$ cat src/rtl/pipe_control.sv
// Pipeline control for a 5-stage in-order core: opcode decode, ID/EX, EX/MEM and MEM/WB
// control registers, load-use stall, branch flush, sticky illegal-op flag and event counters.
module pipe_control #(
  parameter int RA_W    = 5,
  parameter int CNT_W   = 16,
  parameter int EN_ADDI = 1
) (
  input  logic             clk,
  input  logic             rst,
  input  logic [5:0]       op,
  input  logic [RA_W-1:0]  id_rs,
  input  logic [RA_W-1:0]  id_rt,
  input  logic [RA_W-1:0]  id_rt_dst,
  input  logic             branch_taken,
  output logic             pc_write,
  output logic             ifid_write,
  output logic             ifid_flush,
  output logic             ex_regdst,
  output logic             ex_alusrc,
  output logic             ex_memread,
  output logic [1:0]       ex_aluop,
  output logic [RA_W-1:0]  ex_rt,
  output logic             mem_memread,
  output logic             mem_memwrite,
  output logic             mem_branch,
  output logic             wb_regwrite,
  output logic             wb_memtoreg,
  output logic             illegal_op,
  output logic [CNT_W-1:0] stall_cnt,
  output logic [CNT_W-1:0] flush_cnt
);

  typedef struct packed {
    logic       regdst;
    logic       alusrc;
    logic       memtoreg;
    logic       regwrite;
    logic       memread;
    logic       memwrite;
    logic       branch;
    logic [1:0] aluop;
  } ex_ctrl_t;

  typedef struct packed {
    logic memtoreg;
    logic regwrite;
    logic memread;
    logic memwrite;
    logic branch;
  } mem_ctrl_t;

  typedef struct packed {
    logic memtoreg;
    logic regwrite;
  } wb_ctrl_t;

  localparam logic [CNT_W-1:0] CNT_ONE = {{(CNT_W-1){1'b0}}, 1'b1};

  ex_ctrl_t         ex_q, ex_d, dec;
  mem_ctrl_t        mem_q, mem_d;
  wb_ctrl_t         wb_q, wb_d;
  logic [RA_W-1:0]  ex_rt_q, ex_rt_d;
  logic             illegal_q, illegal_d;
  logic [CNT_W-1:0] stall_cnt_q, stall_cnt_d;
  logic [CNT_W-1:0] flush_cnt_q, flush_cnt_d;
  logic             dec_legal, hazard, br, stall, bubble;

  always_comb begin
    dec       = '0;
    dec_legal = 1'b1;
    case (op)
      6'd0:    dec = ex_ctrl_t'(9'b1_0_0_1_0_0_0_10);
      6'd35:   dec = ex_ctrl_t'(9'b0_1_1_1_1_0_0_00);
      6'd43:   dec = ex_ctrl_t'(9'b0_1_0_0_0_1_0_00);
      6'd4:    dec = ex_ctrl_t'(9'b0_0_0_0_0_0_1_01);
      6'd8: begin
        if (EN_ADDI != 0) dec = ex_ctrl_t'(9'b0_1_0_1_0_0_0_00);
        else              dec_legal = 1'b0;
      end
      default: dec_legal = 1'b0;
    endcase
  end

  // Reset masks branch_taken so the fetch side sees plain "advance" while rst is high.
  always_comb begin
    br     = branch_taken & ~rst;
    hazard = ex_q.memread & (ex_rt_q != '0) & ((ex_rt_q == id_rs) | (ex_rt_q == id_rt));
    stall  = hazard & ~br;
    bubble = hazard | br;

    pc_write   = ~stall;
    ifid_write = ~stall;
    ifid_flush = br;
  end

  always_comb begin
    ex_d    = bubble ? '0 : dec;
    ex_rt_d = bubble ? '0 : id_rt_dst;

    mem_d = '0;
    if (!br) begin
      mem_d.memtoreg = ex_q.memtoreg;
      mem_d.regwrite = ex_q.regwrite;
      mem_d.memread  = ex_q.memread;
      mem_d.memwrite = ex_q.memwrite;
      mem_d.branch   = ex_q.branch;
    end

    wb_d.memtoreg = mem_q.memtoreg;
    wb_d.regwrite = mem_q.regwrite;

    // A stalled instruction is re-presented and a flushed one never executes.
    illegal_d = illegal_q | (~dec_legal & ~bubble);

    stall_cnt_d = stall_cnt_q;
    if (stall && (stall_cnt_q != '1)) stall_cnt_d = stall_cnt_q + CNT_ONE;
    flush_cnt_d = flush_cnt_q;
    if (br && (flush_cnt_q != '1)) flush_cnt_d = flush_cnt_q + CNT_ONE;
  end

  always_ff @(posedge clk or posedge rst) begin
    if (rst) begin
      ex_q        <= '0;
      ex_rt_q     <= '0;
      mem_q       <= '0;
      wb_q        <= '0;
      illegal_q   <= 1'b0;
      stall_cnt_q <= '0;
      flush_cnt_q <= '0;
    end else begin
      ex_q        <= ex_d;
      ex_rt_q     <= ex_rt_d;
      mem_q       <= mem_d;
      wb_q        <= wb_d;
      illegal_q   <= illegal_d;
      stall_cnt_q <= stall_cnt_d;
      flush_cnt_q <= flush_cnt_d;
    end
  end

  assign ex_regdst    = ex_q.regdst;
  assign ex_alusrc    = ex_q.alusrc;
  assign ex_memread   = ex_q.memread;
  assign ex_aluop     = ex_q.aluop;
  assign ex_rt        = ex_rt_q;
  assign mem_memread  = mem_q.memread;
  assign mem_memwrite = mem_q.memwrite;
  assign mem_branch   = mem_q.branch;
  assign wb_regwrite  = wb_q.regwrite;
  assign wb_memtoreg  = wb_q.memtoreg;
  assign illegal_op   = illegal_q;
  assign stall_cnt    = stall_cnt_q;
  assign flush_cnt    = flush_cnt_q;

endmodule

$ cat config.mk
export PLATFORM = sky130hd
export DESIGN_NAME = pipe_control
export DESIGN_NICKNAME = d
export VERILOG_FILES = /design/src/rtl/pipe_control.sv
export SDC_FILE = /design/constraint.sdc
export NUM_CORES = 1
export LEC_CHECK = 0
export CAP_MARGIN = 20
export CORE_AREA = 5 5 62 75
export CTS_BUF_LIST = sky130_fd_sc_hd__clkbuf_16
export CTS_CLUSTER_DIAMETER = 80
export DETAILED_ROUTE_END_ITERATION = 12
export DIE_AREA = 0 0 67 80
export DONT_BUFFER_PORTS = 1
export PLACE_DENSITY_LB_ADDON = 0.12
export SETUP_SLACK_MARGIN = 0.15
export SYNTH_ARGS = -nofsm -noshare
export SYNTH_HDL_FRONTEND = slang
export SYNTH_SLANG_ARGS = --single-unit
$ cat constraint.sdc
create_clock -name clk -period 2.55 [get_ports clk]
set_input_delay 0.3825 -clock clk [delete_from_list [all_inputs] [get_ports clk]]
set_output_delay 0.3825 -clock clk [all_outputs]
set_load 0.03 [all_outputs]
==> summary.txt <==
Logic synthesis
  • Synthesis-stage register bit count: 50
  • EDFF count, synth: 0
  • Count leader, synth: dfrtp_1
  • Cell Area, Synth: about 0.0023 mm²
  • Dominant synthesized flop cell: dfrtp_1
  • Async S/R FF share, synth: 100%
  • YS warnings: 0
  • Sequential area share after synthesis: 54.2%
  • Leading area contributor after synthesis: dfrtp_1
  • Syn_nets: 228
  • Synth area leaders: dfrtp_1 (54%), xnor2_1 (8.7%), xor2_1 (5.3%)
  • Yosys top cell area share: a little over half
  • Syn Inst Count: between 200 and 250
  • Unique masters post-synth: 37
  • Leading cell types by count after synthesis: dfrtp_1 (50), xnor2_1 (23), nand3_1 (17)
  • Avg Inst Size Synth: about 11 µm²

CTS
  • Clock Sinks: 50
  • H-tree Lvls: 2
  • TritonCTS Buffers: 5
  • Clock root cell: clkbuf_16
  • CTS tree: yes
  • Worst-path clk slew: around 0.060 ns
  • Clk buf depth: 2
  • Clk_lat worst skew: between 0.2 and 0.3 ns

Global route
  • Initial antenna violation count: 0
  • First-pass GRT wire length: between 7 and 8 mm
  • Gr usage total: 18.1%
  • Vias in the first global route: 1618
  • Gr ovfl total: 0
  • Largest net degree at the start of global routing: 51

Outcome
  • Status: completed

Layout
  • Area growth, synth to finish: 10.6%
  • Final nets: about 240
  • Share of layout cells above drive strength 1: between 10% and 20%
  • Inserted Diodes: 0

Timing
  • Headroom to the max-slew limit: 62.0%
  • Period utilisation layout: about 90%
  • Final min period: ~2.2 ns
  • Final Hold Fails: 0
  • Final setup fails: 0
  • Clock Skews: ~0.0028 ns
  • Max-slew violation count: 0
  • Worst Tran Pin Value: between 0.5 and 0.6 ns
  • RSZ-0062 raised after global routing: no
  • F_max: between 400 and 500 MHz
  • Setup_tns: 0 ns

Route
  • Drt via density: between 5 and 6
  • Residual DRC: 0
  • Detailed Route WL: about 4.4 mm
  • Met3 routed WL: ~500 µm
  • DR WL met2: between 2 and 2.5 mm
  • Max Used Layer: met4
  • Routed WL per cell: about 17 µm
  • Initial DRC count: 54
  • M1 WL: 1.54 mm
  • DRT Pass-1 Iters: 4
  • Via count: roughly 1600
  • ANT nets after route: 0

Die
  • Die Area: 0.00536 mm²
  • DIE WIDTH: approximately 67 µm
  • Site Rows: 25
  • Initial Util: about three fifths
  • Core Footprint: approximately 0.0038 mm²
  • Die H: 80 µm
  • Io pins: 75

Power
  • Pwr/cell area: between 700 and 800 mW/mm²
  • P_leak: between 1 and 1.5 nW
  • Final Power: between 1.5 and 2 mW
  • VDD IR-drop max: about 0.62 mV

Place
  • Post-detail-place hpwl: about 3.3 mm
  • Placer congestion estimate: a little under 0.8
  • IO buf count: 0

Critical path
  • Max stage delay on crit path: 0.58 ns
  • CP endpoint kind: output pin
  • Worst path cell trace: or4_4, nor2_4, nor2_4, nand2_1, buf_4
  • CP startpoint kind: flip-flop
  • Critical-path top delay cell: or4_4
  • Crit path max fanout: 4
  • CP Class: flip-flop to output pin
  • Req. time, crit path: around 2.2 ns
  • Most frequent CP cell: nor2_4
  • Critical Path AT: about 1.9 ns

Worst hold path
  • Hold crit path type: input port to flip-flop

Job
  • Max_cap viols: 0
## cell usage in the layout, fill, tap and decap left out, types with 5 or more instances in the layout
cell type / count
nand3_1: 17
and2_1: 9
xnor2_1: 23
nand4_1: 11
nand2_1: 11
nor2_1: 9
a21oi_1: 6
and3_1: 6
xor2_1: 14
dfrtp_1: 47
clkbuf_16: 5
## repair_timing
action                     in CTS  in global routing
setup buffers                   0                  1
gates cloned                    0                  0
hold buffers                    0                  1
setup endpoints to repair       2                  2
hold endpoints to repair        0                  5
resized for setup               3                  2
pin swaps                       0                  1
## path summary, 6_finish.rpt
kind,endpoint,startpoint,depth (start not counted),slack (ns)
max,ifid_write,ex_rt[1],5,0.31
max in group asynchronous,ex_rt[3],rst,3,1.65
min in group asynchronous,ex_q[5],rst,2,0.44
max reg2reg,ex_q[3],ex_rt[1],6,0.35
min reg2reg,wb_regwrite,mem_q[3],0,0.35
min,ex_aluop[1],op[3],1,0.15
## layout make-up
type                            count  area, µm²
Fill cell                         306       1290
Sequential cell                    50       1250
Timing Repair Buffer                5       52.6
Multi-Input combinational cell    143       1020
Inverter                            5       18.8
Clock buffer                        5        125
Clock inverter                      3       11.3
Tap cell                           54       67.6
## per-stage QoR
stage | instances | hold slack, ns | worst slack (ns) | util [%] | cell area, µm²
2_1_floorplan | 202 | 0.331 | 0.266 | - | 2310
3_3_place_gp | 254 | 0.336 | 0.344 | 61.5 | 2370
3_5_place_dp | 254 | 0.339 | 0.278 | 61.5 | 2370
4_1_cts | 262 | 0.150 | 0.177 | 65.3 | 2510
5_1_grt | 265 | 0.146 | 0.201 | 66.4 | 2550
6_report | 265 | 0.154 | 0.306 | 66.4 | 2550
## report_power, final
| part | internal (mW) | switching (mW) | total [mW] |
|---|---|---|---|
| clock | 0.353 | 0.255 | 0.608 |
| sequential | 0.847 | 0.199 | 1.05 |
| combinational | 0.0759 | 0.0997 | 0.176 |
| total | 1.28 | 0.553 | 1.83 |
## state kept, by name, summed over array words and instances (netlist names), 2 cells and up
| signal | flops |
|---|---|
| flush_cnt | 16 |
| ex_rt | 5 |
| stall_cnt | 16 |
| ex_aluop | 2 |
| ex_q | 2 |
## cell families after synthesis
group                      after synthesis  synth area share (%)
buffers and inverters                    9                  1.95
muxes                                    3                  1.46
xor gates and xnor gates                37                  14.0
AOI/OAI and AO/OA                       16                  5.42
adders and majority gates                2                  1.08
and+or+nand+nor                         85                  21.9
DFF                                     50                  54.2
## per-layer routing
metal	vias up	track usage, %
met5	-	0
met4	0	7.30
met3	8	7.04
met2	72	31.4
met1	782	19.3
li1	725	-
## critical path, delay by kind of cell, from the launching register on
| family | cells | cell delay [ns] |
|---|---|---|
| AND/OR/NAND/NOR | 4 | 0.87 |
| flip-flops | 1 | 0.50 |
| buffers and inverters | 1 | 0.21 |
No activity file was read; power rests on OpenSTA's default activity.
